### src/rtl/lsu_pkg.sv
// Shared types and helpers for the load/store memory master.
// Access sizes, FSM states, the word width in bytes, and the base lane mask per access size.
package lsu_pkg;

    localparam int WORD_BYTES = 4;

    typedef enum logic [1:0] {
        SZ_BYTE = 2'd0,
        SZ_HALF = 2'd1,
        SZ_WORD = 2'd2
    } size_e;

    typedef enum logic [2:0] {
        ST_IDLE    = 3'd0,
        ST_ACC_LO  = 3'd1,
        ST_ACC_HI  = 3'd2,
        ST_CAPTURE = 3'd3,
        ST_ERR     = 3'd4
    } state_e;

    // Unshifted byte-lane mask for an access size. Encoding 3 maps to an
    // empty mask, and that empty mask is how the illegal size is detected.
    function automatic logic [3:0] size_base_mask(input logic [1:0] size);
        logic [3:0] mask;
        case (size)
            SZ_BYTE: mask = 4'b0001;
            SZ_HALF: mask = 4'b0011;
            SZ_WORD: mask = 4'b1111;
            default: mask = 4'b0000;
        endcase
        return mask;
    endfunction

endpackage

### src/rtl/lsu_mem_master_if.sv
// Request/response handshake between the CPU memory stage and the LSU.
// The master side is the requester. The slave side is lsu_mem_master.
interface lsu_mem_master_if #(
    parameter int MEM_SIZE = 8192
);
    localparam int ADDR_W = $clog2(MEM_SIZE);

    logic              req_valid;
    logic              req_ready;
    logic              req_we;
    logic [1:0]        req_size;
    logic              req_unsigned;
    logic [ADDR_W-1:0] req_addr;
    logic [31:0]       req_wdata;
    logic              rsp_valid;
    logic [31:0]       rsp_rdata;
    logic              rsp_err;

    modport master (
        output req_valid, req_we, req_size, req_unsigned, req_addr, req_wdata,
        input  req_ready, rsp_valid, rsp_rdata, rsp_err
    );

    modport slave (
        input  req_valid, req_we, req_size, req_unsigned, req_addr, req_wdata,
        output req_ready, rsp_valid, rsp_rdata, rsp_err
    );

endinterface

### src/rtl/lsu_lane_align.sv
// Combinational byte-lane alignment for the LSU.
// Inputs: access size and byte offset.
// Outputs:
//   - low-word and high-word byte enables, and the split flag;
//   - write data shifted onto the byte lanes;
//   - the load result, taken from the {hi, lo} read pair and then
//     sign- or zero-extended.
module lsu_lane_align
    import lsu_pkg::*;
(
    input  logic [1:0]  size,
    input  logic [1:0]  offset,
    input  logic        is_unsigned,
    input  logic [31:0] wdata,
    input  logic [31:0] rdata_lo,
    input  logic [31:0] rdata_hi,
    output logic [3:0]  en_lo,
    output logic [3:0]  en_hi,
    output logic        split,
    output logic        illegal,
    output logic [31:0] wdata_lo,
    output logic [31:0] wdata_hi,
    output logic [31:0] rdata_ext
);

    logic [7:0]  mask_s;
    logic [63:0] wshift_s;
    logic [31:0] rshift_s;

    // Shift the lane mask and data by the byte offset, then extract and extend the load result.
    always_comb begin
        mask_s    = {4'b0000, size_base_mask(size)} << offset;
        wshift_s  = {32'h0000_0000, wdata} << {offset, 3'b000};
        rshift_s  = 32'({rdata_hi, rdata_lo} >> {offset, 3'b000});
        en_lo     = mask_s[3:0];
        en_hi     = mask_s[7:4];
        split     = |mask_s[7:4];
        illegal   = (size_base_mask(size) == 4'b0000);
        wdata_lo  = wshift_s[31:0];
        wdata_hi  = wshift_s[63:32];
        case (size)
            SZ_BYTE: rdata_ext = is_unsigned ? {24'h00_0000, rshift_s[7:0]}
                                             : {{24{rshift_s[7]}}, rshift_s[7:0]};
            SZ_HALF: rdata_ext = is_unsigned ? {16'h0000, rshift_s[15:0]}
                                             : {{16{rshift_s[15]}}, rshift_s[15:0]};
            SZ_WORD: rdata_ext = rshift_s;
            default: rdata_ext = 32'h0000_0000;
        endcase
    end

endmodule

### src/rtl/lsu_mem_master.sv
// Load/store initiator for the data-side port of the word-addressed BRAM.
// Requests may use any byte address. The block turns each request into
// word-aligned accesses with byte enables, then realigns the returned read data.
// Optional feature: define LSU_MISALIGNED_SPLIT_EN to perform accesses that
// cross a word boundary as two accesses. Without it, such accesses are
// rejected with rsp_err.
module lsu_mem_master
    import lsu_pkg::*;
#(
    parameter  int MEM_SIZE = 8192,
    localparam int ADDR_W   = $clog2(MEM_SIZE)
) (
    input  logic              clk,
    input  logic              reset,
    lsu_mem_master_if.slave   bus,
    output logic [ADDR_W-1:0] mem_addr,
    output logic [31:0]       mem_wdata,
    input  logic [31:0]       mem_rdata,
    output logic [3:0]        mem_data_en,
    output logic              mem_write_en
);

`ifdef LSU_MISALIGNED_SPLIT_EN
    localparam logic SPLIT_EN = 1'b1;
`else
    localparam logic SPLIT_EN = 1'b0;
`endif

    localparam logic [ADDR_W-1:0] WORD_STEP = ADDR_W'(WORD_BYTES);

    state_e            state_r;
    logic              req_ready_r;
    logic              req_we_r;
    logic [1:0]        req_size_r;
    logic              req_unsigned_r;
    logic [ADDR_W-1:0] req_addr_r;
    logic [31:0]       req_wdata_r;
    logic              rsp_valid_r;
    logic              rsp_err_r;
    logic [31:0]       rsp_rdata_r;
    logic [ADDR_W-1:0] mem_addr_r;
    logic [31:0]       mem_wdata_r;
    logic [3:0]        mem_en_r;
    logic              mem_we_r;

    logic [1:0]        sel_size_s;
    logic [1:0]        sel_off_s;
    logic              sel_unsigned_s;
    logic [31:0]       sel_wdata_s;
    logic [31:0]       rd_lo_s;
    logic [3:0]        en_lo_s;
    logic [3:0]        en_hi_s;
    logic              split_s;
    logic              illegal_s;
    logic [31:0]       wdata_lo_s;
    logic [31:0]       wdata_hi_s;
    logic [31:0]       rdata_ext_s;
    logic [ADDR_W-1:0] lo_addr_s;
    logic [ADDR_W-1:0] hi_addr_s;

`ifdef LSU_MISALIGNED_SPLIT_EN
    logic              split_r;
    logic [31:0]       lo_word_r;
`else
    logic              unused_hi_s;
    assign unused_hi_s = ^{en_hi_s, wdata_hi_s};
`endif

    assign bus.req_ready = req_ready_r;
    assign bus.rsp_valid = rsp_valid_r;
    assign bus.rsp_err   = rsp_err_r;
    assign bus.rsp_rdata = rsp_rdata_r;
    assign mem_addr      = mem_addr_r;
    assign mem_wdata     = mem_wdata_r;
    assign mem_data_en   = mem_en_r;
    assign mem_write_en  = mem_we_r;

    assign lo_addr_s = {req_addr_r[ADDR_W-1:2], 2'b00};
    assign hi_addr_s = lo_addr_s + WORD_STEP;

    // In IDLE the aligner sees the live request so the first access can be set up at the accept edge.
    // In every other state it sees the captured copy of the request.
    always_comb begin
        if (state_r == ST_IDLE) begin
            sel_size_s     = bus.req_size;
            sel_off_s      = bus.req_addr[1:0];
            sel_unsigned_s = bus.req_unsigned;
            sel_wdata_s    = bus.req_wdata;
        end else begin
            sel_size_s     = req_size_r;
            sel_off_s      = req_addr_r[1:0];
            sel_unsigned_s = req_unsigned_r;
            sel_wdata_s    = req_wdata_r;
        end
        rd_lo_s = mem_rdata;
`ifdef LSU_MISALIGNED_SPLIT_EN
        if (split_r) begin
            rd_lo_s = lo_word_r;
        end else begin
            rd_lo_s = mem_rdata;
        end
`endif
    end

    lsu_lane_align u_align (
        .size        (sel_size_s),
        .offset      (sel_off_s),
        .is_unsigned (sel_unsigned_s),
        .wdata       (sel_wdata_s),
        .rdata_lo    (rd_lo_s),
        .rdata_hi    (mem_rdata),
        .en_lo       (en_lo_s),
        .en_hi       (en_hi_s),
        .split       (split_s),
        .illegal     (illegal_s),
        .wdata_lo    (wdata_lo_s),
        .wdata_hi    (wdata_hi_s),
        .rdata_ext   (rdata_ext_s)
    );

    // Request FSM with registered memory-port and response outputs.
    always_ff @(posedge clk) begin
        if (reset) begin
            state_r        <= ST_IDLE;
            req_ready_r    <= 1'b1;
            req_we_r       <= 1'b0;
            req_size_r     <= 2'b00;
            req_unsigned_r <= 1'b0;
            req_addr_r     <= '0;
            req_wdata_r    <= 32'h0000_0000;
            rsp_valid_r    <= 1'b0;
            rsp_err_r      <= 1'b0;
            rsp_rdata_r    <= 32'h0000_0000;
            mem_addr_r     <= '0;
            mem_wdata_r    <= 32'h0000_0000;
            mem_en_r       <= 4'b0000;
            mem_we_r       <= 1'b0;
`ifdef LSU_MISALIGNED_SPLIT_EN
            split_r        <= 1'b0;
            lo_word_r      <= 32'h0000_0000;
`endif
        end else begin
            rsp_valid_r <= 1'b0;
            rsp_err_r   <= 1'b0;
            mem_en_r    <= 4'b0000;
            mem_we_r    <= 1'b0;
            case (state_r)
                ST_IDLE: begin
                    if (bus.req_valid) begin
                        req_ready_r    <= 1'b0;
                        req_we_r       <= bus.req_we;
                        req_size_r     <= bus.req_size;
                        req_unsigned_r <= bus.req_unsigned;
                        req_addr_r     <= bus.req_addr;
                        req_wdata_r    <= bus.req_wdata;
`ifdef LSU_MISALIGNED_SPLIT_EN
                        split_r        <= split_s;
`endif
                        if (illegal_s || (split_s && !SPLIT_EN)) begin
                            state_r <= ST_ERR;
                        end else begin
                            state_r     <= ST_ACC_LO;
                            mem_addr_r  <= {bus.req_addr[ADDR_W-1:2], 2'b00};
                            mem_wdata_r <= wdata_lo_s;
                            mem_en_r    <= en_lo_s;
                            mem_we_r    <= bus.req_we;
                        end
                    end else begin
                        req_ready_r <= 1'b1;
                        state_r     <= ST_IDLE;
                    end
                end
                ST_ACC_LO: begin
`ifdef LSU_MISALIGNED_SPLIT_EN
                    if (split_r) begin
                        state_r     <= ST_ACC_HI;
                        mem_addr_r  <= hi_addr_s;
                        mem_wdata_r <= wdata_hi_s;
                        mem_en_r    <= en_hi_s;
                        mem_we_r    <= req_we_r;
                    end else begin
                        state_r     <= ST_CAPTURE;
                    end
`else
                    state_r <= ST_CAPTURE;
`endif
                end
`ifdef LSU_MISALIGNED_SPLIT_EN
                ST_ACC_HI: begin
                    lo_word_r <= mem_rdata;
                    state_r   <= ST_CAPTURE;
                end
`endif
                ST_CAPTURE: begin
                    rsp_valid_r <= 1'b1;
                    rsp_rdata_r <= req_we_r ? 32'h0000_0000 : rdata_ext_s;
                    req_ready_r <= 1'b1;
                    state_r     <= ST_IDLE;
                end
                ST_ERR: begin
                    rsp_valid_r <= 1'b1;
                    rsp_err_r   <= 1'b1;
                    rsp_rdata_r <= 32'h0000_0000;
                    req_ready_r <= 1'b1;
                    state_r     <= ST_IDLE;
                end
                default: begin
                    req_ready_r <= 1'b1;
                    state_r     <= ST_IDLE;
                end
            endcase
        end
    end

endmodule

### src/flat_wrapper.sv
// flat-port wrapper written by rule: the top's interface ports become plain ports
module lsu_mem_master_flat import lsu_pkg::*;
#(
    parameter  int MEM_SIZE = 8192,
    localparam int ADDR_W   = $clog2(MEM_SIZE)
)
  (clk, reset, mem_addr, mem_wdata, mem_rdata, mem_data_en, mem_write_en, bus_req_valid, bus_req_we, bus_req_size, bus_req_unsigned, bus_req_addr, bus_req_wdata, bus_req_ready, bus_rsp_valid, bus_rsp_rdata, bus_rsp_err);
  lsu_mem_master_if #(.MEM_SIZE(MEM_SIZE)) bus_i ();
  input  logic clk;
  input  logic reset;
  output logic [ADDR_W-1:0] mem_addr;
  output logic [31:0] mem_wdata;
  input  logic [31:0] mem_rdata;
  output logic [3:0] mem_data_en;
  output logic mem_write_en;
  input wire logic [$bits(bus_i.req_valid)-1:0] bus_req_valid;
  input wire logic [$bits(bus_i.req_we)-1:0] bus_req_we;
  input wire logic [$bits(bus_i.req_size)-1:0] bus_req_size;
  input wire logic [$bits(bus_i.req_unsigned)-1:0] bus_req_unsigned;
  input wire logic [$bits(bus_i.req_addr)-1:0] bus_req_addr;
  input wire logic [$bits(bus_i.req_wdata)-1:0] bus_req_wdata;
  output wire logic [$bits(bus_i.req_ready)-1:0] bus_req_ready;
  output wire logic [$bits(bus_i.rsp_valid)-1:0] bus_rsp_valid;
  output wire logic [$bits(bus_i.rsp_rdata)-1:0] bus_rsp_rdata;
  output wire logic [$bits(bus_i.rsp_err)-1:0] bus_rsp_err;
  assign bus_i.req_valid = bus_req_valid;
  assign bus_i.req_we = bus_req_we;
  assign bus_i.req_size = bus_req_size;
  assign bus_i.req_unsigned = bus_req_unsigned;
  assign bus_i.req_addr = bus_req_addr;
  assign bus_i.req_wdata = bus_req_wdata;
  assign bus_req_ready = bus_i.req_ready;
  assign bus_rsp_valid = bus_i.rsp_valid;
  assign bus_rsp_rdata = bus_i.rsp_rdata;
  assign bus_rsp_err = bus_i.rsp_err;
  lsu_mem_master #(.MEM_SIZE(MEM_SIZE)) u_core (.clk(clk), .reset(reset), .bus(bus_i), .mem_addr(mem_addr), .mem_wdata(mem_wdata), .mem_rdata(mem_rdata), .mem_data_en(mem_data_en), .mem_write_en(mem_write_en));
endmodule
### config.mk
export PLATFORM = sky130hd
export DESIGN_NAME = lsu_mem_master_flat
export DESIGN_NICKNAME = d
export VERILOG_FILES = /design/src/rtl/lsu_pkg.sv /design/src/rtl/lsu_mem_master_if.sv /design/src/rtl/lsu_lane_align.sv /design/src/rtl/lsu_mem_master.sv /design/src/flat_wrapper.sv
export SDC_FILE = /design/constraint.sdc
export NUM_CORES = 1
export LEC_CHECK = 0
export BUFFER_PORTS_ARGS = -buffer_cell sky130_fd_sc_hd__buf_4
export CAP_MARGIN = 20
export CORE_MARGIN = 2
export CORE_UTILIZATION = 45
export CTS_CLUSTER_DIAMETER = 200
export DETAILED_ROUTE_END_ITERATION = 6
export PLACE_DENSITY = 0.77
export SLEW_MARGIN = 20
export SYNTH_ARGS = -nofsm -noshare
export SYNTH_HDL_FRONTEND = slang
export SYNTH_SLANG_ARGS = --single-unit
### constraint.sdc
create_clock -name clk -period 8 [get_ports clk]
set_input_delay 1.2 -clock clk [delete_from_list [all_inputs] [get_ports clk]]
set_output_delay 1.2 -clock clk [all_outputs]
set_load 0.01 [all_outputs]
==> summary.md <==
| Metric | Value |
|---|---|
| Status | finished clean |
| Clk_lat worst skew | 0.42 ns |
| Nets@finish | about 1000 |
| Min Tclk post-route | 3.55 ns |
| Routed WL per cell | 19.8 microns |
| Grt met3 use | 6.28% |
| RD Place Congestion | slightly below 1 |
| First drt pass iteration count | 6 |
| Slew Limit Headroom | 27.2% |
| First-pass GRT wire length | 34900 microns |
| Root Driver | clkbuf_16 |
| # IOs | between 150 and 200 |
| Synthesized cell area | 6810 sq um |
| Sw Share | 41.6% |
| Most frequent cells after synthesis | 152 x nand2_1, 116 x dfxtp_1, 92 x a21oi_1 |
| Die Height | around 130 microns |
| Crit end category | flop |
| Max-cap violation count | 0 |
| Max Fanout on Critical Path | 43 |
| Post-synth EDFFs | 0 |
| Leakage | 3.52 nW |
| Yosys reg bits | about 120 |
| Pin count of the biggest net entering global routing | around 70 |
| Worst VDD drop | 0.234 mV |
| Number of global-route vias before repair | roughly 6400 |
| Post-CTS Setup Bufs | 0 |
| Logic pwr share | 45.4% |
| Largest cells by area after synthesis | dfxtp_1 34%, mux2i_1 9.1%, nand2_1 8.4% |
| PD cells | about 340 nW/um^2 |
| Site row count | 44 |
| Antenna Nets Post-Route | 0 |
| CTS-repair resized insts | 0 |
| Die width | roughly 130 microns |
| Most used DFF post-synth | dfxtp_1 |
| Internal power | 0.00169 W |
| Die area | 16100 sq um |
| HP Class | flop to flop |
| Final slew viol count | 0 |
| Share of total power in sequential cells | 26.8% |
| Crit path arrival time | 3.89 ns |
| Initial antenna violation count | 0 |
| Detail-routed via count per cell | 6.19 |
| Fmax | between 0.2 and 0.3 GHz |
| Final Hold Vio Count | 0 |
| Met1 Use GR | 38.1% |
| Port Buffers | 166 |
| Crit Path Class | input pin to flop |
| GRT Util Overall | 27.2% |
| Final HPWL DP | between 15000 and 20000 microns |
| Residual DRC | 0 |
| Grt peak-use layer | met2 |
| Most numerous cell in the Yosys netlist | nand2_1 |
| Switching pwr | ~0.0012 W |
| Number of warnings issued by yosys | 0 |
| Core area | about 15000 sq um |
| Clock power frac | between 20 and 30% |
| Routed WL | about 23000 microns |
| CTS tree | yes |
| Slowest cell on crit path | or4b_1 |
| Critical path launch point type | input pin |
| Initial Util | 46.5% |
| Non-Filler Instances | around 1200 |
| Clk pin slew, worst setup/hold paths | 0.05 ns |
| Layout cells sized above 1 | 24.5% |
| 1st-iter DRT viols | 774 |
| Clk sinks | 116 |
| Seq/Total Area, Yosys | 34.1% |
| H-tree depth | 4 |
| ANT cells | 0 |
| # hold bufs at CTS | 0 |
| Total gr overflow | 0 |
| Req. time, crit path | roughly 8.3 ns |
| Clock Skews | 0.00913 ns |
| Setup TNS | 0 ns |
| Area growth syn-to-layout | 26.7% |
| Slew at the pin closest to its max-slew limit | 1.09 ns |
| Post-route cell area | 8620 sq um |
| Crit-path max cell delay | 1.00 ns |
| Tot Pwr | 0.00290 W |
| Clock Path Buffers | 2 |
| Via count | 7133 |
| Cts bufs inserted | 17 |
| Synth area leader | dfxtp_1 |
| RSZ-0062 raised after global routing | no |
| Syn Inst Count | approximately 850 |
| Share of the synthesized area in the top cell type | 34.1% |
| Mean Syn Cell Area | approximately 8 sq um |
| FFs w/ async S/R, synth | 0% |
| Met2 Use GR | 39.9% |
| Fin crit share | 44.4% |
| Library cells used by synthesis | roughly 60 |
| Critical-path cell list | buf_4 > or4b_1 > a2111oi_4 > o21ai_0 > a31oi_1 |
| Placement Cell Area | 8000 sq um |
| Setup-failing EPs final | 0 |
| Placed cells | 1122 |
==> cell usage in the layout (no fill, tap or decap), drive strengths merged, types with 3 or more instances in the layout <==
cell type and count:
mux2i 62, a211oi 5, clkbuf 22, a21oi 92, a21boi 29, inv 14, a221o 7, and2 3
a221oi 8, and3 26, a31oi 7, mux2 11, o31a 23, nand4 3, nand3b 9, dfxtp 116
nand2b 3, nor2 21, a311oi 17, nor3 28, bufinv 4, clkinv 4, a22o 8, o21ai 38
mux4 4, ha 4, nand3 25, buf 176, a32oi 10, o211ai 9, nand2 153
==> power groups by stage <==
stage | combinational (W) | sequential (W) | clock (W)
finish | 0.00131 | 0.000775 | 0.000808
global route | 0.00141 | 0.000783 | 0.000841
CTS | 0.00127 | 0.000772 | 0.000813
detailed placement | 0.00127 | 0.000783 | 0
global placement | 0.00126 | 0.000780 | 0
floorplan | 0.000905 | 0.000765 | 0
==> logic make-up (layout without fill, tap and decap cells) <==
family                   after synthesis  after routing  share of synthesized area, %
AND/OR/NAND/NOR                      286            286                          20.1
AO/OA/AOI/OAI                        263            263                          26.4
flip-flops                           116            116                          34.1
buffers and inverters                 98            221                          6.38
multiplexers                          77             77                          12.3
adder cells (fa/ha/maj)                4              4                         0.735
other                                  1              2                        0.0551
==> final cells by class <==
class                   instances  area, sq um
clock inverters                 9          151
clock buffers                  22          474
repair buffers                176         1320
well taps                     184          230
inverters                      14         52.6
fillers                      1314         6020
flip-flops and latches        116         2320
multi-input cells             632         4070
==> stage by stage <==
stage	utilization [%]	hold slack [ns]	setup WS, ns
floorplan	-	0.436	4.86
global placement	54.6	0.440	4.16
detailed placement	54.6	0.445	4.07
CTS	58.9	0.452	4.51
global route	58.9	0.466	4.30
finish	58.9	0.448	4.45
==> worst max-delay path: cells and delay by family <==
kind | cells | cell delay (ns)
buffers and inverters | 1 | 0.52
AND/OR/NAND/NOR | 1 | 1.00
AO/OA/AOI/OAI | 3 | 1.14
==> path summary, 6_finish.rpt <==
kind	cells past startpoint	slack (ns)	from	to
min reg2reg	2	0.45	u_core.mem_addr[4]	u_core.mem_addr[4]
max	5	4.45	bus_req_addr[0]	u_core.bus.rsp_rdata[3]
min	2	0.45	u_core.mem_addr[4]	u_core.mem_addr[4]
max reg2reg	8	4.57	u_core.state_r[1]	u_core.bus.rsp_rdata[9]
==> metal layers <==
metal	wire length, microns	vias to the layer above
met2	10100	466
li1	-	3308
met1	9640	3284
met4	837	0
met3	2280	75
met5	0	-
==> sequential cells by signal (all words and copies together), names as in the netlist <==
signal / count
u_core.bus.rsp_err: 1
u_core.mem_data_en: 4
u_core.mem_write_en: 1
u_core.req_wdata_r: 24
u_core.bus.rsp_valid: 1
u_core.bus.rsp_rdata: 32
u_core.mem_addr: 11
u_core.req_addr_r: 2
u_core.req_unsigned_r: 1
u_core.state_r: 3
u_core.bus.req_ready: 1
u_core.req_size_r: 2
u_core.mem_wdata: 32
u_core.req_we_r: 1
Note: power is estimated with default switching activity, not from simulation.
